<file path="src/rtl/decode_stage.sv">
// RV64IM decode stage: decodes in_instr_i into a machine-readable record and
// queues it in a 2-entry buffer with valid/ready on both sides.
module decode_stage #(
    parameter int XLEN  = 64,
    parameter int CNT_W = 16
) (
    input  logic             clk_i,
    input  logic             rst_i,
    input  logic             flush_i,
    input  logic             in_valid_i,
    output logic             in_ready_o,
    input  logic [31:0]      in_instr_i,
    input  logic [XLEN-1:0]  in_pc_i,
    output logic             out_valid_o,
    input  logic             out_ready_i,
    output logic [XLEN-1:0]  out_pc_o,
    output logic [3:0]       out_class_o,
    output logic [4:0]       out_rd_o,
    output logic [4:0]       out_rs1_o,
    output logic [4:0]       out_rs2_o,
    output logic [2:0]       out_funct3_o,
    output logic [6:0]       out_funct7_o,
    output logic [XLEN-1:0]  out_imm_o,
    output logic             out_word_o,
    output logic             out_illegal_o,
    output logic [CNT_W-1:0] illegal_count_o
);
    localparam logic [6:0] OPC_OP      = 7'b0110011;
    localparam logic [6:0] OPC_OP32    = 7'b0111011;
    localparam logic [6:0] OPC_OPIMM   = 7'b0010011;
    localparam logic [6:0] OPC_OPIMM32 = 7'b0011011;
    localparam logic [6:0] OPC_LOAD    = 7'b0000011;
    localparam logic [6:0] OPC_STORE   = 7'b0100011;
    localparam logic [6:0] OPC_BRANCH  = 7'b1100011;
    localparam logic [6:0] OPC_JAL     = 7'b1101111;
    localparam logic [6:0] OPC_JALR    = 7'b1100111;
    localparam logic [6:0] OPC_LUI     = 7'b0110111;
    localparam logic [6:0] OPC_AUIPC   = 7'b0010111;

    typedef struct packed {
        logic [XLEN-1:0] pc;
        logic [3:0]      cls;
        logic [4:0]      rd;
        logic [4:0]      rs1;
        logic [4:0]      rs2;
        logic [2:0]      funct3;
        logic [6:0]      funct7;
        logic [XLEN-1:0] imm;
        logic            word;
        logic            illegal;
    } rec_t;

    logic [6:0]      opc;
    logic [2:0]      f3;
    logic [6:0]      f7;
    logic [5:0]      top6;
    logic [XLEN-1:0] imm_i, imm_s, imm_b, imm_u, imm_j;
    rec_t            dec;
    logic            bad;

    assign opc   = in_instr_i[6:0];
    assign f3    = in_instr_i[14:12];
    assign f7    = in_instr_i[31:25];
    assign top6  = in_instr_i[31:26];
    assign imm_i = XLEN'($signed(in_instr_i[31:20]));
    assign imm_s = XLEN'($signed({in_instr_i[31:25], in_instr_i[11:7]}));
    assign imm_b = XLEN'($signed({in_instr_i[31], in_instr_i[7], in_instr_i[30:25],
                                  in_instr_i[11:8], 1'b0}));
    assign imm_u = XLEN'($signed({in_instr_i[31:12], 12'b0}));
    assign imm_j = XLEN'($signed({in_instr_i[31], in_instr_i[19:12], in_instr_i[20],
                                  in_instr_i[30:21], 1'b0}));

    always_comb begin
        dec     = '0;
        dec.pc  = in_pc_i;
        bad     = 1'b0;
        case (opc)
            OPC_OP, OPC_OP32: begin
                dec.cls    = 4'd0;
                dec.rd     = in_instr_i[11:7];
                dec.rs1    = in_instr_i[19:15];
                dec.rs2    = in_instr_i[24:20];
                dec.funct3 = f3;
                dec.funct7 = f7;
                dec.word   = (opc == OPC_OP32);
                if (f7 != 7'b0000000 && f7 != 7'b0100000 && f7 != 7'b0000001) bad = 1'b1;
                if (f7 == 7'b0100000 && f3 != 3'b000 && f3 != 3'b101) bad = 1'b1;
                if (opc == OPC_OP32 && (f3 == 3'b010 || f3 == 3'b011 || XLEN == 32)) bad = 1'b1;
            end
            OPC_OPIMM, OPC_OPIMM32: begin
                dec.cls    = 4'd1;
                dec.rd     = in_instr_i[11:7];
                dec.rs1    = in_instr_i[19:15];
                dec.funct3 = f3;
                dec.imm    = imm_i;
                dec.word   = (opc == OPC_OPIMM32);
                if (f3 == 3'b001 || f3 == 3'b101) begin
                    // shifts carry the shamt in imm and the shift-type bits in funct7
                    dec.funct7 = {top6, 1'b0};
                    if (top6 != 6'b000000 && !(f3 == 3'b101 && top6 == 6'b010000)) bad = 1'b1;
                    if (opc == OPC_OPIMM32) begin
                        dec.imm = XLEN'(in_instr_i[24:20]);
                        if (in_instr_i[25]) bad = 1'b1;
                    end else begin
                        dec.imm = XLEN'(in_instr_i[25:20]);
                        if (XLEN == 32 && in_instr_i[25]) bad = 1'b1;
                    end
                end else if (opc == OPC_OPIMM32 && f3 != 3'b000) begin
                    bad = 1'b1;
                end
                if (opc == OPC_OPIMM32 && XLEN == 32) bad = 1'b1;
            end
            OPC_LOAD: begin
                dec.cls    = 4'd2;
                dec.rd     = in_instr_i[11:7];
                dec.rs1    = in_instr_i[19:15];
                dec.funct3 = f3;
                dec.imm    = imm_i;
                if (f3 == 3'b111) bad = 1'b1;
            end
            OPC_STORE: begin
                dec.cls    = 4'd3;
                dec.rs1    = in_instr_i[19:15];
                dec.rs2    = in_instr_i[24:20];
                dec.funct3 = f3;
                dec.imm    = imm_s;
                if (f3[2]) bad = 1'b1;
            end
            OPC_BRANCH: begin
                dec.cls    = 4'd4;
                dec.rs1    = in_instr_i[19:15];
                dec.rs2    = in_instr_i[24:20];
                dec.funct3 = f3;
                dec.imm    = imm_b;
                if (f3[2:1] == 2'b01) bad = 1'b1;
            end
            OPC_JAL: begin
                dec.cls = 4'd5;
                dec.rd  = in_instr_i[11:7];
                dec.imm = imm_j;
            end
            OPC_JALR: begin
                dec.cls    = 4'd6;
                dec.rd     = in_instr_i[11:7];
                dec.rs1    = in_instr_i[19:15];
                dec.funct3 = f3;
                dec.imm    = imm_i;
                if (f3 != 3'b000) bad = 1'b1;
            end
            OPC_LUI, OPC_AUIPC: begin
                dec.cls = (opc == OPC_LUI) ? 4'd7 : 4'd8;
                dec.rd  = in_instr_i[11:7];
                dec.imm = imm_u;
            end
            default: bad = 1'b1;
        endcase
        if (in_instr_i[1:0] != 2'b11) bad = 1'b1;
        if (bad) begin
            dec         = '0;
            dec.pc      = in_pc_i;
            dec.cls     = 4'd15;
            dec.illegal = 1'b1;
        end
    end

    // Entry 0 is always the head; entry 1 only holds data when count is 2.
    rec_t             ent_q [2];
    rec_t             ent_d [2];
    logic [1:0]       count_q, count_d;
    logic [CNT_W-1:0] ill_cnt_q, ill_cnt_d;
    logic             push, pop;

    assign in_ready_o  = (count_q != 2'd2);
    assign out_valid_o = (count_q != 2'd0);
    assign push        = in_valid_i & in_ready_o & ~flush_i;
    assign pop         = out_valid_o & out_ready_i & ~flush_i;

    always_comb begin
        ent_d     = ent_q;
        count_d   = count_q;
        ill_cnt_d = ill_cnt_q;
        if (flush_i) begin
            count_d = 2'd0;
        end else begin
            if (pop) ent_d[0] = ent_q[1];
            if (push) begin
                if (count_q == 2'd0 || pop) ent_d[0] = dec;
                else                        ent_d[1] = dec;
            end
            count_d = count_q + 2'(push) - 2'(pop);
            if (push && dec.illegal && ill_cnt_q != '1) ill_cnt_d = ill_cnt_q + CNT_W'(1);
        end
    end

    always_ff @(posedge clk_i or posedge rst_i) begin
        if (rst_i) begin
            ent_q[0]  <= '0;
            ent_q[1]  <= '0;
            count_q   <= 2'd0;
            ill_cnt_q <= '0;
        end else begin
            ent_q[0]  <= ent_d[0];
            ent_q[1]  <= ent_d[1];
            count_q   <= count_d;
            ill_cnt_q <= ill_cnt_d;
        end
    end

    assign out_pc_o        = ent_q[0].pc;
    assign out_class_o     = ent_q[0].cls;
    assign out_rd_o        = ent_q[0].rd;
    assign out_rs1_o       = ent_q[0].rs1;
    assign out_rs2_o       = ent_q[0].rs2;
    assign out_funct3_o    = ent_q[0].funct3;
    assign out_funct7_o    = ent_q[0].funct7;
    assign out_imm_o       = ent_q[0].imm;
    assign out_word_o      = ent_q[0].word;
    assign out_illegal_o   = ent_q[0].illegal;
    assign illegal_count_o = ill_cnt_q;
endmodule

</file>
<file path="config.mk">
export PLATFORM = sky130hd
export DESIGN_NAME = decode_stage
export DESIGN_NICKNAME = d
export VERILOG_FILES = /design/src/rtl/decode_stage.sv
export SDC_FILE = /design/constraint.sdc
export NUM_CORES = 1
export LEC_CHECK = 0
export CORE_UTILIZATION = 30
export CTS_CLUSTER_SIZE = 10
export DETAILED_ROUTE_END_ITERATION = 8
export MAX_ROUTING_LAYER = met4
export SYNTH_ARGS = -nofsm -noshare
export SYNTH_HDL_FRONTEND = slang
export SYNTH_SLANG_ARGS = --single-unit
</file>
<file path="constraint.sdc">
create_clock -name clk_i -period 11.6 [get_ports clk_i]
set_input_delay 2.32 -clock clk_i [delete_from_list [all_inputs] [get_ports clk_i]]
set_output_delay 2.32 -clock clk_i [all_outputs]
set_load 0.02 [all_outputs]
</file>
==> summary.txt <==
Global route
  – Vias in the first global route: 11100
  – Initial antenna violation count: 0
  – Total global routing track utilization: 0.179
  – Global-route wire length before repair: 64.7 mm
  – Largest net degree at the start of global routing: 89
  – Grt ovf: 0

Final layout
  – Share of post-route cells with drive strength above 1: 0.0503
  – Post-layout util: 0.379
  – Layout Cells excl Fill: 2209
  – Number of antenna diodes: 0
  – Nets@finish: 1695
  – Synth-to-Final Area Change: 23.2%

Placement
  – Dpl hpwl: 26.7 mm
  – Placer congestion estimate: 0.911
  – IO buf count: 277
  – Placed Cells: 2150

Critical path
  – Reg-to-reg critical path startpoint: count_q[0]
  – R2R Setup Slk: 8.65 ns
  – Crit path capture type: flip-flop
  – Reg2reg path depth: 6
  – Worst Path Required: 12.06 ns
  – Largest fanout on the critical path: 79
  – Crit path launch type: input port
  – WP data arrival: 5.40 ns
  – Reg2reg end: out_word_o
  – Crit path kind: in2reg

Flow run
  – Max-cap viol count: 0

Routing
  – Routed WL: 41.2 mm
  – DR DRC count: 0
  – DR WL/cell: 18.6 µm
  – DR iter-0 viols: 877
  – Post-DRT Antenna Nets: 0
  – Drt pass-1 iters: 5
  – Vias per inst: 5.00
  – Via count: 11000

Timing
  – Clock skew: 0.0207 ns
  – Final-report setup violation count: 0
  – Final hold slack: 0.475 ns
  – Worst-margin pin slew: 1.17 ns
  – RSZ-0062 raised after global routing: no
  – Highest clock rate: 0.202 GHz
  – Final min period: 4.94 ns
  – Setup TNS: 0 ns
  – Slew Viols, Final: 0
  – Tcrit/Tclk final: 0.426
  – Hold Fails Final Rpt: 0
  – Worst slew margin: 0.220

Synth
  – Post-Syn Instances: 1510
  – Post-synth EDFFs: 0
  – Synth warn: 0
  – Synthesized area per cell: 9.32 µm²
  – Cell area after synthesis: 14100 µm²
  – Sequential area share after synthesis: 0.541
  – Top_reg_cell synth: dfrtp_1
  – Yosys cell types: 55
  – Share of flip-flops with an asynchronous set or reset: 1.00
  – Post-synthesis register bit count: 304
  – Mapped Nets: 1614

CTS
  – Clock latency on the worst-skew pair: 0.55 ns
  – Inserted Clock Buffers: 39
  – Setup bufs post-CTS: 0
  – CTS resizes: 0
  – Hold Buf Count CTS: 0
  – H-tree levels: 2
  – Clk slew on worst S/H paths: 0.05 ns
  – Clock Root Buffer: clkbuf_16
  – Sink Count: 304
  – CTS tree: done
  – Clock buffer depth: 3

Outcome
  – Status: finished clean

Floorplan
  – Row count: 78
  – I/O Pins: 278
  – Die Area: 47800 µm²
  – Vert. Die Dim: 219 µm
  – Initial Util: 0.307
  – Core area: 45800 µm²
  – Die span in x: 219 µm

Pwr
  – Maximum VDD drop: 0.000138 V
  – Power Density: 222 nW/µm²
  – LEAKAGE: 7.68 nW

Min path
  – Hold Path Stages: 2
  – Worst Hold Path EP: ent_q[150]
  – Hold Path Class: reg2reg
  – Min-Delay Startpoint: ent_q[150]
## worst max-delay path by stage
stage          slack (ns)       start      endpoint  cells after the start
2_1_floorplan        0.88       rst_i    count_q[0]                      1
3_3_place_gp         6.02  in_valid_i  out_imm_o[2]                      6
3_5_place_dp         6.05  in_valid_i    out_word_o                      6
4_1_cts              6.59  in_valid_i    out_word_o                      6
5_1_grt              6.35  in_valid_i    out_word_o                      6
6_report             6.66  in_valid_i    out_word_o                      6
## critical path: stages
cell and delay [ns]:
clkdlybuf4s50_1 0.49, nor2b_1 0.46, nand2_4 0.67, nand2_4 1.04, o22ai_1 0.20, a21oi_1 0.18
## metrics by stage
stage                     setup slack [ns]  power [mW]  cell area (µm²)
final                                 6.66        3.85            17300
after global routing                  6.35        4.08            17300
after CTS                             6.59        3.91            17300
after detailed placement              6.05        2.76            16200
after global placement                6.02        2.73            16200
after floorplan                      0.877        2.40            14100
## power breakdown
part	internal, mW	leakage [nW]	total, mW	switching [mW]
clock network	0.667	0.563	1.12	0.451
registers	1.37	3.86	1.56	0.185
logic	0.517	3.26	1.17	0.658
## layout make-up
class / instances / area (µm²)
tap: 600 / 751
multi-input combinational: 944 / 4890
sequential: 304 / 7610
clock inverter: 7 / 81.3
inverter: 10 / 45.0
fill: 4568 / 28400
timing repair buffer: 292 / 2890
clock buffer: 52 / 1080
## flip-flops by register name, indices dropped and copies added, names as in the netlist, 5 cells and up
| register | cells |
|---|---|
| ent_q | 127 |
| illegal_count_o | 16 |
| out_rs2_o | 5 |
| out_rd_o | 5 |
| out_funct7_o | 7 |
| out_rs1_o | 5 |
| out_imm_o | 64 |
| out_pc_o | 64 |
## per-layer routing
| metal | wire length, µm | vias up | part of all wire | global-route usage |
|---|---|---|---|---|
| met1 | 18000 | 5486 | 0.44 | 0.228 |
| met3 | 2980 | 74 | 0.072 | 0.0444 |
| met4 | 1210 | 0 | 0.029 | 0.0667 |
| met2 | 19000 | 341 | 0.46 | 0.273 |
| li1 | - | 5134 | - | - |
| met5 | 0 | - | 0 | - |
## cells by family after synthesis
family                   after synthesis  synth area share
AO/OA/AOI/OAI                        334             0.153
AND/OR/NAND/NOR                      582             0.173
multiplexers                           7           0.00507
adder cells (fa/ha/maj)                3           0.00267
flip-flops                           304             0.541
buffers and inverters                262             0.114
XOR/XNOR                              18            0.0112
## Yosys cell counts (all sizes together), types with 2 or more instances
library cell / count / area (µm²)
a211oi: 8 / 60.1
a21o: 21 / 158
a21oi: 71 / 359
a22o: 38 / 333
a22oi: 17 / 128
a31oi: 14 / 87.6
a32o: 2 / 20.0
a32oi: 2 / 17.5
and2: 11 / 68.8
and3: 11 / 68.8
and3b: 2 / 17.5
and4b: 2 / 20.0
buf: 187 / 1330
clkbuf: 65 / 244
dfrtp: 304 / 7610
ha: 3 / 37.5
inv: 9 / 33.8
mux2i: 6 / 60.1
nand2: 301 / 1130
nand2b: 8 / 50.1
nand3: 27 / 140
nand3b: 3 / 22.5
nand4: 6 / 37.5
nand4b: 3 / 26.3
nor2: 174 / 653
nor2b: 6 / 37.5
nor3: 22 / 120
o211ai: 2 / 15.0
o21ai: 63 / 315
o22ai: 79 / 494
o2bb2ai: 5 / 43.8
o31ai: 3 / 36.3
o41ai: 2 / 17.5
or3: 3 / 18.8
xnor2: 13 / 114
xor2: 5 / 43.8
## cells in the final DEF (no fill, tap or decap), types with 3 or more instances in the layout
master             n
dfrtp_1          304
nand2_1          298
clkdlybuf4s50_1  277
nor2_1           173
o22ai_1           79
a21oi_1           68
o21ai_0           62
clkbuf_16         40
a22o_1            38
nand3_1           26
a21o_1            21
nor3_1            20
a22oi_1           17
buf_4             15
a31oi_1           14
xnor2_1           13
and2_1            11
and3_1            11
clkbuf_1           9
inv_1              8
nand2b_1           8
a211oi_1           8
nor2b_1            6
mux2i_1            6
nand4_1            6
xor2_1             5
o2bb2ai_1          5
nand4b_1           3
nand3b_1           3
nand2_4            3
or3_1              3
a21oi_2            3
ha_1               3
clkbuf_8           3
No activity file was read; power rests on OpenSTA's default activity.
